**src/rtl/instr_mem_loader_if.sv**
```systemverilog
// Stream input and byte-write memory port of the instruction memory loader.
// The loader takes the slave side; the word source / memory side takes master.
interface instr_mem_loader_if #(
    parameter int bus_length = 64
);
    logic                  in_valid;
    logic                  in_ready;
    logic [31:0]           in_word;
    logic                  mem_we;
    logic [bus_length-1:0] mem_waddr;
    logic [7:0]            mem_wdata;

    modport slave (
        input  in_valid, in_word,
        output in_ready, mem_we, mem_waddr, mem_wdata
    );

    modport master (
        output in_valid, in_word,
        input  in_ready, mem_we, mem_waddr, mem_wdata
    );
endinterface

```
**src/rtl/instr_mem_loader.sv**
```systemverilog
// Boot-time loader: splits 32-bit instruction words into 4 MSB-first byte writes
// and holds the core in reset while a load is running.
module instr_mem_loader #(
    parameter int bus_length   = 64,
    parameter int MEM_BYTES    = 256,
    parameter int WORD_COUNT_W = 8
) (
    input  logic                    clk,
    input  logic                    rst_n,
    input  logic                    start,
    input  logic [bus_length-1:0]   base_addr,
    input  logic [WORD_COUNT_W-1:0] num_words,
    instr_mem_loader_if.slave       bus,
    output logic                    busy,
    output logic                    cpu_hold,
    output logic                    done,
    output logic                    err
);
    typedef enum logic [1:0] {IDLE, ACCEPT, WRITE, DONE} state_t;

    // Highest byte address at which a whole word still fits.
    localparam logic [bus_length-1:0] LAST_WORD_ADDR = bus_length'(MEM_BYTES - 4);

    state_t                  state, state_nxt;
    logic [bus_length-1:0]   ptr;
    logic [WORD_COUNT_W-1:0] left;
    logic [31:0]             word_sr;
    logic [1:0]              byte_idx;
    logic                    err_q;
    logic                    overflow;
    logic                    handshake;

    assign overflow  = (ptr > LAST_WORD_ADDR);
    assign handshake = (state == ACCEPT) && bus.in_valid;

    always_ff @(posedge clk or negedge rst_n) begin
        if (!rst_n) state <= IDLE;
        else        state <= state_nxt;
    end

    always_comb begin
        state_nxt     = state;
        bus.in_ready  = 1'b0;
        bus.mem_we    = 1'b0;
        bus.mem_waddr = '0;
        bus.mem_wdata = '0;
        busy          = (state != IDLE);
        cpu_hold      = (state != IDLE);
        done          = 1'b0;
        err           = err_q;
        case (state)
            IDLE: begin
                if (start) state_nxt = (num_words == '0) ? DONE : ACCEPT;
            end
            ACCEPT: begin
                bus.in_ready = 1'b1;
                if (bus.in_valid) state_nxt = overflow ? DONE : WRITE;
            end
            WRITE: begin
                bus.mem_we    = 1'b1;
                bus.mem_waddr = ptr;
                bus.mem_wdata = word_sr[31:24];
                if (byte_idx == 2'd3)
                    state_nxt = (left == WORD_COUNT_W'(1)) ? DONE : ACCEPT;
            end
            DONE: begin
                done      = 1'b1;
                state_nxt = IDLE;
            end
            default: state_nxt = IDLE;
        endcase
    end

    // Datapath: the word is shifted left so the byte being written is always [31:24].
    always_ff @(posedge clk or negedge rst_n) begin
        if (!rst_n) begin
            ptr      <= '0;
            left     <= '0;
            word_sr  <= '0;
            byte_idx <= '0;
            err_q    <= 1'b0;
        end else begin
            case (state)
                IDLE: begin
                    if (start) begin
                        ptr   <= base_addr;
                        left  <= num_words;
                        err_q <= 1'b0;
                    end
                end
                ACCEPT: begin
                    if (handshake) begin
                        if (overflow) begin
                            err_q <= 1'b1;
                        end else begin
                            word_sr  <= bus.in_word;
                            byte_idx <= 2'd0;
                        end
                    end
                end
                WRITE: begin
                    ptr      <= ptr + 1'b1;
                    word_sr  <= {word_sr[23:0], 8'h00};
                    byte_idx <= byte_idx + 2'd1;
                    if (byte_idx == 2'd3) left <= left - 1'b1;
                end
                default: ;
            endcase
        end
    end
endmodule

```
**src/flat_wrapper.sv**
```systemverilog
// flat-port wrapper written by rule: the top's interface ports become plain ports
module instr_mem_loader_flat 
#(
    parameter int bus_length   = 64,
    parameter int MEM_BYTES    = 256,
    parameter int WORD_COUNT_W = 8
)
  (clk, rst_n, start, base_addr, num_words, busy, cpu_hold, done, err, bus_in_valid, bus_in_word, bus_in_ready, bus_mem_we, bus_mem_waddr, bus_mem_wdata);
  instr_mem_loader_if #(.bus_length(bus_length)) bus_i ();
  input  logic clk;
  input  logic rst_n;
  input  logic start;
  input  logic [bus_length-1:0] base_addr;
  input  logic [WORD_COUNT_W-1:0] num_words;
  output logic busy;
  output logic cpu_hold;
  output logic done;
  output logic err;
  input wire logic [$bits(bus_i.in_valid)-1:0] bus_in_valid;
  input wire logic [$bits(bus_i.in_word)-1:0] bus_in_word;
  output wire logic [$bits(bus_i.in_ready)-1:0] bus_in_ready;
  output wire logic [$bits(bus_i.mem_we)-1:0] bus_mem_we;
  output wire logic [$bits(bus_i.mem_waddr)-1:0] bus_mem_waddr;
  output wire logic [$bits(bus_i.mem_wdata)-1:0] bus_mem_wdata;
  assign bus_i.in_valid = bus_in_valid;
  assign bus_i.in_word = bus_in_word;
  assign bus_in_ready = bus_i.in_ready;
  assign bus_mem_we = bus_i.mem_we;
  assign bus_mem_waddr = bus_i.mem_waddr;
  assign bus_mem_wdata = bus_i.mem_wdata;
  instr_mem_loader #(.bus_length(bus_length), .MEM_BYTES(MEM_BYTES), .WORD_COUNT_W(WORD_COUNT_W)) u_core (.clk(clk), .rst_n(rst_n), .start(start), .base_addr(base_addr), .num_words(num_words), .bus(bus_i), .busy(busy), .cpu_hold(cpu_hold), .done(done), .err(err));
endmodule
```
**config.mk**
```make
export PLATFORM = sky130hd
export DESIGN_NAME = instr_mem_loader_flat
export DESIGN_NICKNAME = d
export VERILOG_FILES = /design/src/rtl/instr_mem_loader_if.sv /design/src/rtl/instr_mem_loader.sv /design/src/flat_wrapper.sv
export SDC_FILE = /design/constraint.sdc
export NUM_CORES = 1
export LEC_CHECK = 0
export ABC_AREA = 1
export CAP_MARGIN = 10
export CORE_UTILIZATION = 40
export DETAILED_ROUTE_END_ITERATION = 10
export PLACE_DENSITY = 0.65
export SKIP_LAST_GASP = 1
export SLEW_MARGIN = 20
export SYNTH_ARGS = -nofsm -noshare
export SYNTH_HDL_FRONTEND = slang
export SYNTH_SLANG_ARGS = --single-unit
```
**constraint.sdc**
```tcl
create_clock -name clk -period 2 [get_ports clk]
set_clock_uncertainty 0.2 [all_clocks]
set_input_delay 0.6 -clock clk [delete_from_list [all_inputs] [get_ports clk]]
set_output_delay 0.6 -clock clk [all_outputs]
set_load 0.01 [all_outputs]
```
==> run_results.csv <==
group,metric,value,unit
critical_path,timing.critical_path.required,1.20,ns
critical_path,start_kind,"flop",
global_route,grt_max_degree,45,
layout,nNetsFinal,1901,
sta,finalCritPeriodShare,1.24,
route,dr.pass1.iters,5,
clock_tree,clock-root-buffer,"clkbuf_16",
clock_tree,clkTransAtPathRegs,0.09,ns
sta,layout_setup_ws,-0.489,ns
synth,synth_seq_area_share,0.341,
synth,synthArstFlopShare,1.00,
layout,postLayoutCoreUtil,0.777,
route,wirelength,37000,um
power_and_ir_drop,powerDensity,1450,mW/mm^2
power_and_ir_drop,power_frac_comb,0.721,
floorplanning,die_h,144,um
layout,drive_gt1_frac,0.388,
critical_path,rr_worst_depth,13,
floorplanning,core_area,0.0195,mm^2
place,io_buffers,185,
power_and_ir_drop,switching_share,0.461,
sta,grt_setup_unrepaired,"yes",
power_and_ir_drop,p_leak,7.39,nW
critical_path,end_kind,"output pin",
route,first_iter_violations,844,
worst_hold_path,holdPathEnd,"u_core.word_sr[5]$_DFFE_PN0P_",
place,dp_slack,-0.406,ns
synth,yosys-top-cells-area,"dfrtp_1, nand2_1, nor2_1, nand3_1, inv_1",
synth,synth-seq-cells,109,
sta,tns,-51.34,ns
power_and_ir_drop,clockPowerShare,0.087,
worst_hold_path,hp-class,"flop to flop",
synth,synthDominantCellAreaShare,0.341,
layout,area_growth,89.4,%
synth,syn_avg_cell_area,6.11,um^2
sta,layout_min_cycle_time,2.49,ns
sta,setup_viol,181,
critical_path,cp_max_fo,8,
synth,synth-main-ff-cell,"dfrtp_1",
outcome,violations,"setup timing",
clock_tree,clock_path_buffers,2,
layout,diodes,0,
critical_path,r2r_slack,-0.38,ns
route,viasPerCell,5.38,
critical_path,r2r_end,"u_core.ptr[14]$_DFFE_PN0P_",
clock_tree,insertion_delay,0.37,ns
worst_hold_path,min_path_cells,2,
global_route,grt_pass1_vias,10300,
route,vias,11100,
layout,final_cell_mix,"nand2_1, buf_4, inv_1, nand3_1, clkdlybuf4s50_1",
place,gp_congestion,0.949,
global_route,grt_first_pass_wirelength,53700,um
route,routedWlPerCell,18.0,um
sta,worst_slew_pin_slew,0.390,ns
sta,fmax,402,MHz
critical_path,cp.arrival,1.69,ns
synth,synth_cell_type_count,45,
synth,netlist_area,0.00801,mm^2
critical_path,rr_startpoint,"u_core.state[1]$_DFFE_PN0P_",
power_and_ir_drop,switching_power,0.0101,W
power_and_ir_drop,ir_drop,0.824,mV
global_route,grt_remaining_overflow,0,
synth,yosysWarningCount,0,
place,dp.cells,1929,
floorplanning,dieArea,0.0206,mm^2
floorplanning,initial_core_util,0.410,
synth,yosysTopAreaCell,"dfrtp_1",
clock_tree,clock-sinks,109,
floorplanning,io_pins,186,
clock_tree,cts_tree,"built",
clock_tree,cts_buffers,9,
global_route,grt_usage,0.339,
outcome,status,"complete, but fails checks",
synth,synthesis.nets,1423,
worst_hold_path,min_from,"u_core.word_sr[5]$_DFFE_PN0P_",
sta,holdWs,0.312,ns
place,hpwl,22700,um
sta,final_max_slew_viol_count,0,
floorplanning,core.rowCount,51,
sta,relSlewSlack,0.738,
layout,final_common_cell,"nand2_1",
job,max_cap_violations,0,
synth,synth_enable_flop_cells,0,
sta,finalHoldViolations,0,
route,drc,0,
global_route,antenna_found_initial,0,
synth,synthCells,1310,
layout,stdcell_count,2058,
layout,final.fill_count,1382,
clock_tree,htreeDepth,3,
floorplanning,die_x,144,um
critical_path,path_class,"flop to output pin",
power_and_ir_drop,internal_power,0.0118,W
power_and_ir_drop,pwr-share-seq,0.191,
route,ant_nets,0,
[critical path, cell delays in order (launching register included)]
cell     delay, ns
dfrtp_1       0.38
inv_2         0.06
nor2_4        0.13
buf_12        0.14
inv_12        0.05
buf_8         0.13
buf_12        0.15
nor2_4        0.13
buf_6         0.12
[worst max-delay path by stage]
| stage | start | to | slack [ns] | cells past startpoint |
|---|---|---|---|---|
| 6_report | u_core.state[1]$_DFFE_PN0P_ | bus_mem_waddr[39] | -0.49 | 8 |
| 5_1_grt | u_core.state[1]$_DFFE_PN0P_ | bus_mem_waddr[39] | -0.53 | 8 |
| 4_1_cts | u_core.state[1]$_DFFE_PN0P_ | bus_mem_waddr[49] | -0.44 | 8 |
| 3_3_place_gp | start | u_core.ptr[42]$_DFFE_PN0P_ | -0.36 | 9 |
| 2_1_floorplan | u_core.state[0]$_DFFE_PN0P_ | bus_mem_waddr[1] | -0.06 | 7 |
| 3_5_place_dp | u_core.state[1]$_DFFE_PN0P_ | bus_mem_waddr[35] | -0.41 | 6 |
[cell usage after synthesis (2+ instances only)]
master,n
clkbuf_1,25
buf_1,5
a21oi_1,13
o211ai_1,3
nor3_1,17
dfrtp_1,109
inv_2,6
nand3_1,136
a31oi_1,3
o21ai_1,6
nor2_4,5
nand2_1,410
ha_1,5
nor2_2,8
nand2_2,3
a21boi_1,3
nor4_1,6
nand4_1,34
a22oi_1,14
o311ai_1,2
buf_2,18
inv_1,172
o21ai_0,72
buf_4,4
o22ai_1,3
o21a_1,7
nor2_1,203
[sequential cells by signal (all words and copies together) (netlist names)]
name             count
u_core.byte_idx      2
u_core.err           1
u_core.left          8
u_core.ptr          64
u_core.state         2
u_core.word_sr      32
[stage by stage]
stage / instance area [um^2] / power (W)
2_1_floorplan: 8230 / 0.00952
3_3_place_gp: 12000 / 0.0143
3_5_place_dp: 12000 / 0.0144
4_1_cts: 14200 / 0.0198
5_1_grt: 15200 / 0.0232
6_report: 15200 / 0.0219
[area by class of cell]
cell class	instances	area, um^2	area share
timing repair inverter	1	16.3	0.00107
inverter	179	703	0.0464
sequential	109	2730	0.180
timing repair buffer	518	5480	0.361
multi-input combinational	970	5610	0.370
clock buffer	9	225	0.0148
tap	265	332	0.0219
clock inverter	7	77.6	0.00511
[cell families (layout without fill, tap and decap cells)]
family	Yosys count	in the layout	synth area share
simple gates	830	830	0.440
buf+inv	231	714	0.113
compound gates	134	134	0.0975
flops	109	109	0.341
fa+ha+maj	5	5	0.00781
xor+xnor	1	1	0.00109
[per-layer routing]
layer,share of wire,wire (um),global-route usage,up-vias
met3,0.080,2950,0.0520,144
met5,0,0,0,-
met2,0.48,17800,0.563,594
met1,0.39,14300,0.429,5176
met4,0.054,1990,0.166,0
li1,-,-,-,5152
[repair_timing]
item,CTS,global route
setup buffers,53,44
cloned,23,6
setup endpoints to repair,182,184
hold buffers,1,0
endpoints found under the hold margin,19,0
resized for setup,644,188
pin swaps,38,51
[power groups by stage]
stage | Clock, W | Combinational, W | Sequential [W]
floorplan | 0 | 0.00556 | 0.00396
global placement | 0 | 0.0102 | 0.00404
detailed placement | 0 | 0.0103 | 0.00406
CTS | 0.00194 | 0.0138 | 0.00405
global route | 0.00199 | 0.0169 | 0.00429
finish | 0.00191 | 0.0158 | 0.00420
Note: power is estimated with default switching activity, not from simulation.
